<file path="src/rtl/upper_layer_tx_arbiter.sv">
// Round-robin, burst-limited arbiter sharing the transport-to-logical-layer byte lane.
// Optional per-requester byte statistics are enabled with `define UL_ARB_STATS_EN.
module upper_layer_tx_arbiter #(
  parameter int         NUM_REQ      = 4,
  parameter int         MAX_BURST    = 64,
  parameter int         IDLE_GAP     = 2,
  parameter logic [2:0] ACTIVE_PHASE = 3'd4
) (
  input  logic                       clk,
  input  logic                       reset,
  input  logic [2:0]                 phase,
  input  logic                       ll_ready,
  input  logic [NUM_REQ-1:0]         req_valid,
  input  logic [NUM_REQ*8-1:0]       req_data,
  input  logic [NUM_REQ-1:0]         req_last,
  output logic [NUM_REQ-1:0]         req_ready,
  output logic [7:0]                 transport_layer_data_in,
  output logic                       enable_sending,
  output logic [$clog2(NUM_REQ)-1:0] grant_id,
  output logic                       busy,
  output logic                       abort
`ifdef UL_ARB_STATS_EN
  ,
  output logic [NUM_REQ*16-1:0]      byte_count,
  input  logic                       stats_clr
`endif
);

  localparam int ID_W = $clog2(NUM_REQ);

  typedef enum logic [1:0] {S_IDLE, S_ARB, S_SEND, S_GAP} state_t;

  state_t          state;
  logic [7:0]      byte_cnt;
  logic [3:0]      gap_cnt;
  logic            phase_ok;
  logic            xfer;
  logic            burst_end;
  logic            arb_found;
  logic [ID_W-1:0] arb_idx;
  logic [7:0]      grant_byte;
  logic            vld_p1;
  logic [7:0]      data_p1;

  assign phase_ok   = (phase == ACTIVE_PHASE);
  assign grant_byte = req_data[{grant_id, 3'b000} +: 8];
  assign xfer       = (state == S_SEND) && phase_ok && ll_ready && req_valid[grant_id];
  assign burst_end  = xfer && (req_last[grant_id] ||
                               (({1'b0, byte_cnt} + 9'd1) == 9'(MAX_BURST)));

  // Ready is qualified by phase in the same cycle so a phase drop never accepts a byte.
  always_comb begin
    req_ready = '0;
    if ((state == S_SEND) && phase_ok)
      req_ready[grant_id] = ll_ready;
  end

  always_comb begin
    arb_found = 1'b0;
    arb_idx   = grant_id;
    for (int k = 1; k <= NUM_REQ; k++) begin
      if (!arb_found && req_valid[ID_W'((int'(grant_id) + k) % NUM_REQ)]) begin
        arb_found = 1'b1;
        arb_idx   = ID_W'((int'(grant_id) + k) % NUM_REQ);
      end
    end
  end

  always_ff @(posedge clk or posedge reset) begin
    if (reset) begin
      state    <= S_IDLE;
      grant_id <= ID_W'(NUM_REQ - 1);
      byte_cnt <= '0;
      gap_cnt  <= '0;
      busy     <= 1'b0;
      abort    <= 1'b0;
    end else begin
      abort <= 1'b0;
      case (state)
        S_IDLE: begin
          if (phase_ok && |req_valid) begin
            state <= S_ARB;
            busy  <= 1'b1;
          end
        end
        S_ARB: begin
          if (!phase_ok || !arb_found) begin
            state <= S_IDLE;
            busy  <= 1'b0;
          end else begin
            grant_id <= arb_idx;
            byte_cnt <= '0;
            state    <= S_SEND;
          end
        end
        S_SEND: begin
          if (!phase_ok) begin
            // Any burst still in SEND has not yet taken its last byte.
            abort <= (byte_cnt != 8'd0);
            state <= S_IDLE;
            busy  <= 1'b0;
          end else if (xfer) begin
            byte_cnt <= byte_cnt + 8'd1;
            if (burst_end) begin
              gap_cnt <= '0;
              state   <= (IDLE_GAP > 0) ? S_GAP : S_ARB;
            end
          end
        end
        S_GAP: begin
          if (!phase_ok) begin
            state <= S_IDLE;
            busy  <= 1'b0;
          end else if (gap_cnt == 4'(IDLE_GAP - 1)) begin
            state <= S_ARB;
          end else begin
            gap_cnt <= gap_cnt + 4'd1;
          end
        end
        default: begin
          state <= S_IDLE;
          busy  <= 1'b0;
        end
      endcase
    end
  end

  // Output stage: accepted byte appears one cycle after the transfer.
  always_ff @(posedge clk or posedge reset) begin
    if (reset) begin
      vld_p1  <= 1'b0;
      data_p1 <= 8'h00;
    end else begin
      vld_p1 <= xfer;
      if (xfer)
        data_p1 <= grant_byte;
    end
  end

  assign enable_sending          = vld_p1;
  assign transport_layer_data_in = data_p1;

`ifdef UL_ARB_STATS_EN
  logic [15:0] stat_cnt [NUM_REQ];

  always_ff @(posedge clk or posedge reset) begin
    if (reset) begin
      for (int i = 0; i < NUM_REQ; i++)
        stat_cnt[i] <= '0;
    end else begin
      for (int i = 0; i < NUM_REQ; i++) begin
        if (stats_clr)
          stat_cnt[i] <= '0;
        else if (xfer && (grant_id == ID_W'(i)) && (stat_cnt[i] != 16'hFFFF))
          stat_cnt[i] <= stat_cnt[i] + 16'd1;
      end
    end
  end

  for (genvar g = 0; g < NUM_REQ; g++) begin : g_byte_count
    assign byte_count[16*g +: 16] = stat_cnt[g];
  end
`endif

endmodule

</file>
<file path="config.mk">
export PLATFORM = sky130hd
export DESIGN_NAME = upper_layer_tx_arbiter
export DESIGN_NICKNAME = d
export VERILOG_FILES = /design/src/rtl/upper_layer_tx_arbiter.sv
export SDC_FILE = /design/constraint.sdc
export NUM_CORES = 1
export LEC_CHECK = 0
export BUFFER_PORTS_ARGS = -buffer_cell sky130_fd_sc_hd__clkbuf_2
export CORE_ASPECT_RATIO = 0.5
export CORE_UTILIZATION = 32
export CTS_BUF_LIST = sky130_fd_sc_hd__clkbuf_4 sky130_fd_sc_hd__clkbuf_8
export CTS_CLUSTER_SIZE = 24
export DETAILED_ROUTE_END_ITERATION = 12
export MAX_ROUTING_LAYER = met4
export SKIP_LAST_GASP = 1
export SLEW_MARGIN = 20
export SYNTH_ARGS = -nofsm -noshare
export SYNTH_HDL_FRONTEND = slang
export SYNTH_SLANG_ARGS = --single-unit
</file>
<file path="constraint.sdc">
create_clock -name clk -period 2.2 [get_ports clk]
set_clock_uncertainty 0.05 [all_clocks]
set_input_delay 0.22 -clock clk [delete_from_list [all_inputs] [get_ports clk]]
set_output_delay 0.22 -clock clk [all_outputs]
set_load 0.03 [all_outputs]
</file>
==> results of run 1 <==
sequential cells by signal (all words and copies together), names as in the netlist:
signal,flops
abort,1
busy,1
byte_cnt,8
enable_sending,1
gap_cnt,4
grant_id,2
state,2
transport_layer_data_in,8
cell usage in the layout, fill, tap and decap left out, types with 2 or more instances in the layout:
cell type,synthesis,layout
nor2b_1,2,2
and3_1,6,6
nand3_1,4,4
o21ai_1,7,7
o31ai_1,5,5
nor3b_1,2,2
nand2b_1,2,2
mux4_2,12,12
dfstp_2,2,2
clkbuf_2,0,62
buf_4,0,9
a21oi_1,8,8
mux2i_1,4,4
ha_1,8,8
dfrtp_1,25,25
inv_1,7,7
and3b_1,2,2
mux2_1,11,11
or3_1,2,2
a31oi_1,2,2
o21ai_2,2,2
nor2_1,8,8
clkbuf_8,0,3
nand2_1,9,9
metrics by stage:
stage	util [%]	power, mW	area, µm²	hold WS (ns)	std cells
after global routing	42.0	1.65	2310	0.220	303
after CTS	42.0	1.57	2310	0.214	303
after detailed placement	40.9	1.26	2250	0.225	298
after global placement	40.9	1.24	2250	0.234	298
final	42.0	1.54	2310	0.213	303
after floorplan	-	1.12	1850	0.221	163
layer usage:
layer	share of wire, %	wire length (µm)
met1	47	1990
met3	2.3	100
met2	51	2190
met5	0	0
met4	0	0
logic make-up after synthesis:
logic type,after synthesis,share of synthesized area [%]
compound gates,34,12.5
mux,28,24.4
simple gates,48,15.8
flops,27,37.1
fa+ha+maj,8,5.48
xor+xnor,1,0.480
buf+inv,17,4.25
cell type report:
cell class | count | share of cell area [%]
multi-input combinational | 119 | 46.4
sequential | 27 | 29.4
timing repair buffer | 72 | 16.8
tap | 73 | 3.96
clock buffer | 4 | 2.11
inverter | 8 | 1.30
path summary, 6_finish.rpt:
path | start | endpoint | slack [ns] | cells past startpoint
worst max-delay path | byte_cnt[4]$_DFFE_PP0P_ | gap_cnt[1]$_DFFE_PP0P_ | 0.18 | 5
worst min-delay path | phase[2] | state[0]$_DFFE_PP0P_ | 0.21 | 3
worst max register to register | byte_cnt[4]$_DFFE_PP0P_ | gap_cnt[1]$_DFFE_PP0P_ | 0.18 | 5
worst min register to register | transport_layer_data_in[7]$_DFFE_PP0P_ | transport_layer_data_in[7]$_DFFE_PP0P_ | 0.44 | 1
max in group asynchronous | reset | byte_cnt[1]$_DFFE_PP0P_ | 1.09 | 4
min in group asynchronous | reset | transport_layer_data_in[2]$_DFFE_PP0P_ | 0.47 | 3
power by group:
| group | switching (mW) | total (mW) | internal (mW) |
|---|---|---|---|
| logic | 0.324 | 0.671 | 0.346 |
| clock network | 0.159 | 0.301 | 0.142 |
| registers | 0.0382 | 0.573 | 0.535 |
worst reg2reg max path, stage by stage, from the launching register on:
cell and delay, ns:
dfrtp_1 0.46, or4b_1 0.52, mux2i_1 0.17, a41oi_2 0.18, o21ai_2 0.20, mux2_1 0.33
==> results.py, run 1 <==
metrics = {
    "clock_tree": {
        "cts_max_level": 1,
        "cts_resized": 0,
        "cts_root_buf": "clkbuf_8",
        "cts_tree": "yes",
        "clk_pin_slew_ns": 0.10,
        "cts_buffer_depth": 2,
        "cts_hold_buf": 1,
        "postCtsSetupBuffers": 0,
        "clk_latency_ns": 0.27,
        "cts-buffers-inserted": 3,
        "cts_num_sinks": 27,
    },
    "setup_path": {
        "cp-start-kind": "flip-flop",
        "cp_max_fo": 8,
        "end_kind": "flip-flop",
        "cp_top_family": "simple AND/OR/NAND/NOR gates",
        "cp.arrival_ns": 2.14,
        "criticalPathCategory": "flip-flop to flip-flop",
        "crit_chain": "or4b_1, mux2i_1, a41oi_2, o21ai_2, mux2_1",
        "crit_buf_inv": 0,
        "critPathRequiredTime_ns": 2.31,
        "cp_slowest_cell": "or4b_1",
        "slowest_delay_ns": 0.52,
    },
    "die": {
        "die_area_um2": 6030,
        "rows": 19,
        "start_util_pct": 33.3,
        "pin_count": 63,
        "die_h_um": 55.4,
        "die_w_um": 109,
        "core_area_um2": 5490,
    },
    "timing": {
        "tns_ns": 0,
        "slew_viol_final": 0,
        "maxSlewHeadroom_pct": 62.5,
        "rsz0062_at_grt": "no",
        "finalSetupViolCount": 0,
        "worstMarginPinSlew_ns": 0.562,
        "fin_crit_sh_pct": 91.9,
        "period_needed_ns": 2.02,
        "hold_viol": 0,
        "max_freq_mhz": 495,
        "setup_ws_ns": 0.179,
    },
    "run_status": {
        "violations": "DRC",
        "status": "finished, violations left",
    },
    "global_routing": {
        "track_usage_pct": 15.8,
        "grt_antenna_before_repair": 0,
        "grtUsageMet2_pct": 26.3,
        "met1_usage_pct": 20.6,
        "grt_first_pass_wirelength_um": 7220,
        "top_usage_layer": "met2",
        "grt_max_degree": 15,
        "grt_use_met3_pct": 2.83,
        "grt_overflow": 0,
        "grt_pass1_vias": 1533,
    },
    "logic_synthesis": {
        "async_flop_share_pct": 100,
        "synthDistinctLibCells": 48,
        "synthTopCellsByCount": "dfrtp_1, mux4_2, mux2_1",
        "syn_area_per_cell_um2": 11.2,
        "synth_warnings": 0,
        "syn_nets": 217,
        "yosys.area.top_type": "dfrtp_1",
        "yosys.area.top_type_share_pct": 34.2,
        "synth_edf_count": 0,
        "synthCells": 163,
        "yosys-top-cells-area": "dfrtp_1, mux4_2, mux2_1",
        "synth_ff_type": "dfrtp_1",
        "synth_area_um2": 1830,
        "yosysSeqAreaShare_pct": 37.1,
        "synth_most_common_cell": "dfrtp_1",
        "ys_ff_latch": 27,
    },
    "layout": {
        "synthToLayoutAreaGrowth_pct": 26.3,
        "final.fill_count": 539,
        "antenna_cells": 0,
        "multiInputGateArea_um2": 1070,
        "drive_gt1_share_pct": 41.7,
        "fin_nets": 285,
        "regArea_um2": 678,
    },
    "power": {
        "peakVddDrop_uv": 257,
        "leakage_nw": 1.14,
        "pwr_density_cell_nw_per_um2": 670,
    },
    "route": {
        "detail-route-antenna-nets": 0,
        "dr_total_vias": 1530,
        "routed_wl_um": 4280,
        "drc": 2,
        "first_pass_iters": 8,
        "vias_per_cell": 5.05,
        "wl_per_cell_um": 14.1,
        "drt_iter0_drc": 68,
    },
    "placed_design": {
        "port_buffers": 62,
        "post-place-ws_ns": 0.194,
        "place.gp.congestion": 0.832,
        "hpwl_um": 3460,
    },
    "hold_path": {
        "holdCritPathClass": "input port to flip-flop",
    },
    "job": {
        "maxCapViolCount": 0,
    },
}
(Power assumes the default switching activity.)
==> run 2: changes to the inputs <==
PLACE_DENSITY_LB_ADDON = 0.3   (was default)
==> run 2 against run 1 <==
Against the previous run:
- the flow still finishes with violations (DRC)
- critical path type unchanged
- register-to-register slack worse by 0.08 ns
- sequential power hardly changed
- total power is 0.76% lower
- clock power hardly changed
- via count is 2.0% higher
- die area stayed put
- non-clock buffer count is 2 higher
- critical endpoint is now byte_cnt[5]$_DFFE_PP0P_
- combinational power is 1% lower
- critical path depth is 2 higher
==> results.py, run 2 (synthesis gave the netlist of run 1 again) <==
metrics = {
    "route": {
        "drc": 1,
        "detail-route-antenna-nets": 0,
        "routed_wl_um": 4310,
        "dr_total_vias": 1561,
        "first_pass_iters": 8,
        "drt_iter0_drc": 79,
        "vias_per_cell": 5.12,
        "wl_per_cell_um": 14.1,
    },
    "layout": {
        "final.fill_count": 539,
        "multiInputGateArea_um2": 1080,
        "stdcell_count": 305,
        "antenna_cells": 0,
        "fin_nets": 287,
        "final_common_cell": "clkbuf_2",
        "regArea_um2": 678,
        "drive_gt1_share_pct": 42.2,
        "layout_common_cells": "clkbuf_2, dfrtp_1, mux4_2",
        "synthToLayoutAreaGrowth_pct": 27.5,
    },
    "power": {
        "peakVddDrop_uv": 246,
        "leakage_nw": 1.15,
        "pwr_density_cell_nw_per_um2": 658,
    },
    "setup_path": {
        "cp_slowest_cell": "dfstp_2",
        "timing.rr.end": "byte_cnt[5]$_DFFE_PP0P_",
        "critPathRequiredTime_ns": 2.31,
        "slowest_delay_ns": 0.61,
        "end_kind": "flip-flop",
        "worst-r2r-cell-count": 7,
        "crit_end": "byte_cnt[5]$_DFFE_PP0P_",
        "criticalPathCategory": "flip-flop to flip-flop",
        "reg2reg_slack_ns": 0.10,
        "startpoint": "grant_id[1]$_DFFE_PP1P_",
        "cp-start-kind": "flip-flop",
        "cp.arrival_ns": 2.21,
        "crit_chain": "mux4_2, nand3_4, inv_2, buf_4, and2_0, o21ai_1, o31ai_1",
        "cp_max_fo": 10,
        "rr_startpoint": "grant_id[1]$_DFFE_PP1P_",
    },
    "clock_tree": {
        "cts_num_sinks": 27,
        "cts-buffers-inserted": 3,
        "cts_tree": "yes",
        "clk_latency_ns": 0.27,
        "clk_pin_slew_ns": 0.09,
        "cts_buffer_depth": 2,
        "cts_max_level": 1,
        "cts_root_buf": "clkbuf_8",
    },
    "timing": {
        "maxSlewHeadroom_pct": 69.5,
        "setup_ws_ns": 0.102,
        "worstMarginPinSlew_ns": 0.456,
        "hold_slack_ns": 0.184,
        "hold_viol": 0,
        "max_freq_mhz": 477,
        "period_needed_ns": 2.10,
        "finalSetupViolCount": 0,
        "fin_crit_sh_pct": 95.4,
        "slew_viol_final": 0,
    },
    "die": {
        "rows": 19,
        "die_area_um2": 6030,
        "pin_count": 63,
        "die_h_um": 55.4,
        "start_util_pct": 33.3,
        "core_area_um2": 5490,
        "die_w_um": 109,
    },
    "job": {
        "maxCapViolCount": 0,
    },
    "global_routing": {
        "track_usage_pct": 16.6,
        "grt_max_degree": 28,
        "grt_pass1_vias": 1610,
        "grt_first_pass_wirelength_um": 7560,
        "grt_overflow": 0,
        "grt_antenna_before_repair": 0,
    },
    "placed_design": {
        "hpwl_um": 3370,
        "post-place-ws_ns": 0.122,
        "port_buffers": 62,
        "place.gp.congestion": 0.808,
        "dpl.cell_count": 300,
    },
    "hold_path": {
        "holdCritPathClass": "input port to flip-flop",
    },
    "run_status": {
        "violations": "DRC",
        "status": "finished, violations left",
    },
}
## run 2: cell type report
cell class,count,area share [%]
flip-flops and latches,27,29.1
multi-input cells,119,46.3
inverters,8,1.29
clock buffers,4,2.09
well taps,73,3.92
repair buffers,74,17.3
## run 2: critical path, delay by kind of cell (launching register included)
kind | cells | cell delay, ns
buffers and inverters | 2 | 0.27
AND/OR/NAND/NOR | 2 | 0.30
flip-flops | 1 | 0.61
multiplexers | 1 | 0.55
AO/OA/AOI/OAI | 2 | 0.21
## run 2: metrics by stage
stage | cell area, µm² | setup TNS [ns] | utilization (%) | power [mW]
2_1_floorplan | 1850 | 0 | - | 1.12
3_3_place_gp | 2260 | 0 | 41.2 | 1.24
3_5_place_dp | 2260 | 0 | 41.2 | 1.25
4_1_cts | 2320 | 0 | 42.3 | 1.55
5_1_grt | 2330 | -0.00458 | 42.4 | 1.64
6_report | 2330 | 0 | 42.4 | 1.53
## run 2: worst min-delay path by stage
stage	startpoint	to	slack [ns]	depth (start not counted)
after floorplan	reset	abort$_DFF_PP0_	0.22	1
after global routing	phase[2]	state[0]$_DFFE_PP0P_	0.18	3
after detailed placement	reset	transport_layer_data_in[6]$_DFFE_PP0P_	0.23	3
after global placement	reset	enable_sending$_DFF_PP0_	0.23	3
after CTS	phase[2]	state[0]$_DFFE_PP0P_	0.18	3
final	phase[2]	state[0]$_DFFE_PP0P_	0.18	3
## run 2: repair_timing
action	in CTS	in global routing
endpoints found under the hold margin	25	0
endpoints found under the setup margin	0	4
buffers inserted	0	0
hold buffers	1	0
gates resized for setup	0	1
## run 2: per-layer routing
metal / track usage [%] / vias to the layer above / routed length [µm]
met3: 3.54 / 4 / 88
met4: 3.28 / 0 / 21
met1: 20.9 / 775 / 2060
li1: - / 754 / -
met5: - / - / 0
met2: 27.6 / 28 / 2140
## run 2: power by group
group          total (mW)  internal, mW  switching, mW
sequential          0.572         0.535         0.0372
combinational       0.662         0.345          0.318
clock               0.299         0.142          0.156
total                1.53          1.02          0.512
==> run 3: changes to the inputs <==
CORE_UTILIZATION = 47   (was 32)
==> run 3 against run 2 <==
Against the previous run:
- the flow now finishes without violations
- combinational power shrank 2%
- global-route usage grew 5.4 points
- hold slack gained 0.0025 ns
- core utilization grew 21 points
- die area shrank 31%
- critical path depth shrank 2
- clock power shrank 1%
- sequential share of layout area grew 0.79 points
- critical path type unchanged
- largest cell class unchanged
==> results.py, run 3 (synthesis gave the netlist of run 1 again) <==
metrics = {
    "layout": {
        "fin_area_um2": 2270,
        "final_common_cell": "clkbuf_2",
        "antenna_cells": 0,
        "layout_common_cells": "clkbuf_2, dfrtp_1, mux4_2",
        "drive_gt1_share_pct": 41.2,
        "stdcell_count": 279,
        "fin_nets": 283,
        "synthToLayoutAreaGrowth_pct": 24.2,
    },
    "setup_path": {
        "crit_buf_inv": 1,
        "cp_top_family": "multiplexers",
        "worst-r2r-cell-count": 5,
        "crit_chain": "mux4_2, nand3_4, buf_4, o21ai_2, mux2_1",
        "cp.arrival_ns": 2.15,
        "slowest_delay_ns": 0.62,
        "end_kind": "flip-flop",
        "cp_max_fo": 11,
        "cp-start-kind": "flip-flop",
        "path_depth": 5,
        "criticalPathCategory": "flip-flop to flip-flop",
        "cp_slowest_cell": "dfstp_2",
        "critPathRequiredTime_ns": 2.31,
    },
    "global_routing": {
        "grt_pass1_vias": 1542,
        "grt_overflow": 0,
        "track_usage_pct": 22.0,
        "grt_antenna_before_repair": 0,
        "grt_first_pass_wirelength_um": 6800,
        "grt_max_degree": 28,
    },
    "placed_design": {
        "hpwl_um": 3180,
        "place_area_um2": 2210,
        "dpl.cell_count": 274,
        "port_buffers": 62,
        "place.gp.congestion": 0.831,
    },
    "clock_tree": {
        "postCtsSetupBuffers": 0,
        "cts_tree": "yes",
        "clk_pin_slew_ns": 0.09,
        "cts_max_level": 1,
        "cts_root_buf": "clkbuf_8",
        "cts_buffer_depth": 2,
        "clk_latency_ns": 0.27,
        "cts_num_sinks": 27,
        "cts-buffers-inserted": 3,
    },
    "route": {
        "drt_iter0_drc": 84,
        "detail-route-antenna-nets": 0,
        "wl_per_cell_um": 14.5,
        "drc": 0,
        "routed_wl_um": 4050,
        "vias_per_cell": 5.58,
        "dr_total_vias": 1558,
        "first_pass_iters": 4,
    },
    "die": {
        "core_area_um2": 3570,
        "die_w_um": 90.2,
        "pin_count": 63,
        "die_area_um2": 4160,
        "rows": 15,
        "die_h_um": 46.1,
        "start_util_pct": 51.2,
    },
    "power": {
        "leakage_nw": 1.13,
        "pwr_density_cell_nw_per_um2": 673,
        "peakVddDrop_uv": 384,
    },
    "timing": {
        "rsz0062_at_grt": "no",
        "finalSetupViolCount": 0,
        "max_freq_mhz": 490,
        "fin_crit_sh_pct": 92.7,
        "tns_ns": 0,
        "hold_viol": 0,
        "slew_viol_final": 0,
        "worstMarginPinSlew_ns": 0.406,
        "maxSlewHeadroom_pct": 72.9,
        "period_needed_ns": 2.04,
    },
    "hold_path": {
        "holdPathStages": 3,
        "holdCritPathClass": "input port to flip-flop",
    },
    "run_status": {
        "status": "complete, no violations",
    },
    "job": {
        "maxCapViolCount": 0,
    },
}
run 3: cell type report:
| type | count | area, µm² |
|---|---|---|
| Clock buffer | 4 | 48.8 |
| Fill cell | 295 | 1300 |
| Inverter | 8 | 30.0 |
| Multi-Input combinational cell | 119 | 1070 |
| Sequential cell | 27 | 678 |
| Tap cell | 51 | 63.8 |
| Timing Repair Buffer | 70 | 377 |
run 3: worst paths after layout:
path | slack, ns | endpoint | from
worst max register to register | 0.16 | gap_cnt[1]$_DFFE_PP0P_ | grant_id[1]$_DFFE_PP1P_
worst min register to register | 0.44 | transport_layer_data_in[3]$_DFFE_PP0P_ | transport_layer_data_in[3]$_DFFE_PP0P_
worst max-delay path | 0.16 | gap_cnt[1]$_DFFE_PP0P_ | grant_id[1]$_DFFE_PP1P_
worst min-delay path | 0.19 | state[0]$_DFFE_PP0P_ | phase[2]
min in group asynchronous | 0.48 | enable_sending$_DFF_PP0_ | reset
max in group asynchronous | 1.32 | grant_id[0]$_DFFE_PP1P_ | reset
run 3: power by group:
part | internal, mW | total [mW] | switching, mW
clock | 0.142 | 0.295 | 0.153
sequential | 0.535 | 0.583 | 0.0477
combinational | 0.339 | 0.649 | 0.310
total | 1.02 | 1.53 | 0.510
run 3: per-layer routing:
layer / vias to the layer above / routed length, µm / global-route usage [%]
met2: 58 / 1980 / 39.8
met5: - / 0 / -
met1: 750 / 1820 / 27.0
met4: 0 / 40 / 3.87
met3: 4 / 215 / 3.96
li1: 746 / - / -
run 3: repair_timing:
action                     4_1_cts  5_1_grt
setup endpoints to repair        0        1
resized for setup                0        1
hold endpoints to repair        25        0
hold buffers                     1        0
run 3: per-stage QoR:
stage	power (mW)	hold slack, ns	setup slack (ns)	utilization [%]
2_1_floorplan	1.12	0.221	0.00740	-
3_3_place_gp	1.21	0.228	0.215	61.9
3_5_place_dp	1.24	0.235	0.158	61.9
4_1_cts	1.54	0.175	0.138	63.5
5_1_grt	1.62	0.202	0.0467	63.6
6_report	1.53	0.186	0.160	63.6
run 3: worst register-to-register path, stage by stage, from the launching register on:
cell and delay [ns]:
dfstp_2 0.62, mux4_2 0.55, nand3_4 0.11, buf_4 0.18, o21ai_2 0.10, mux2_1 0.32
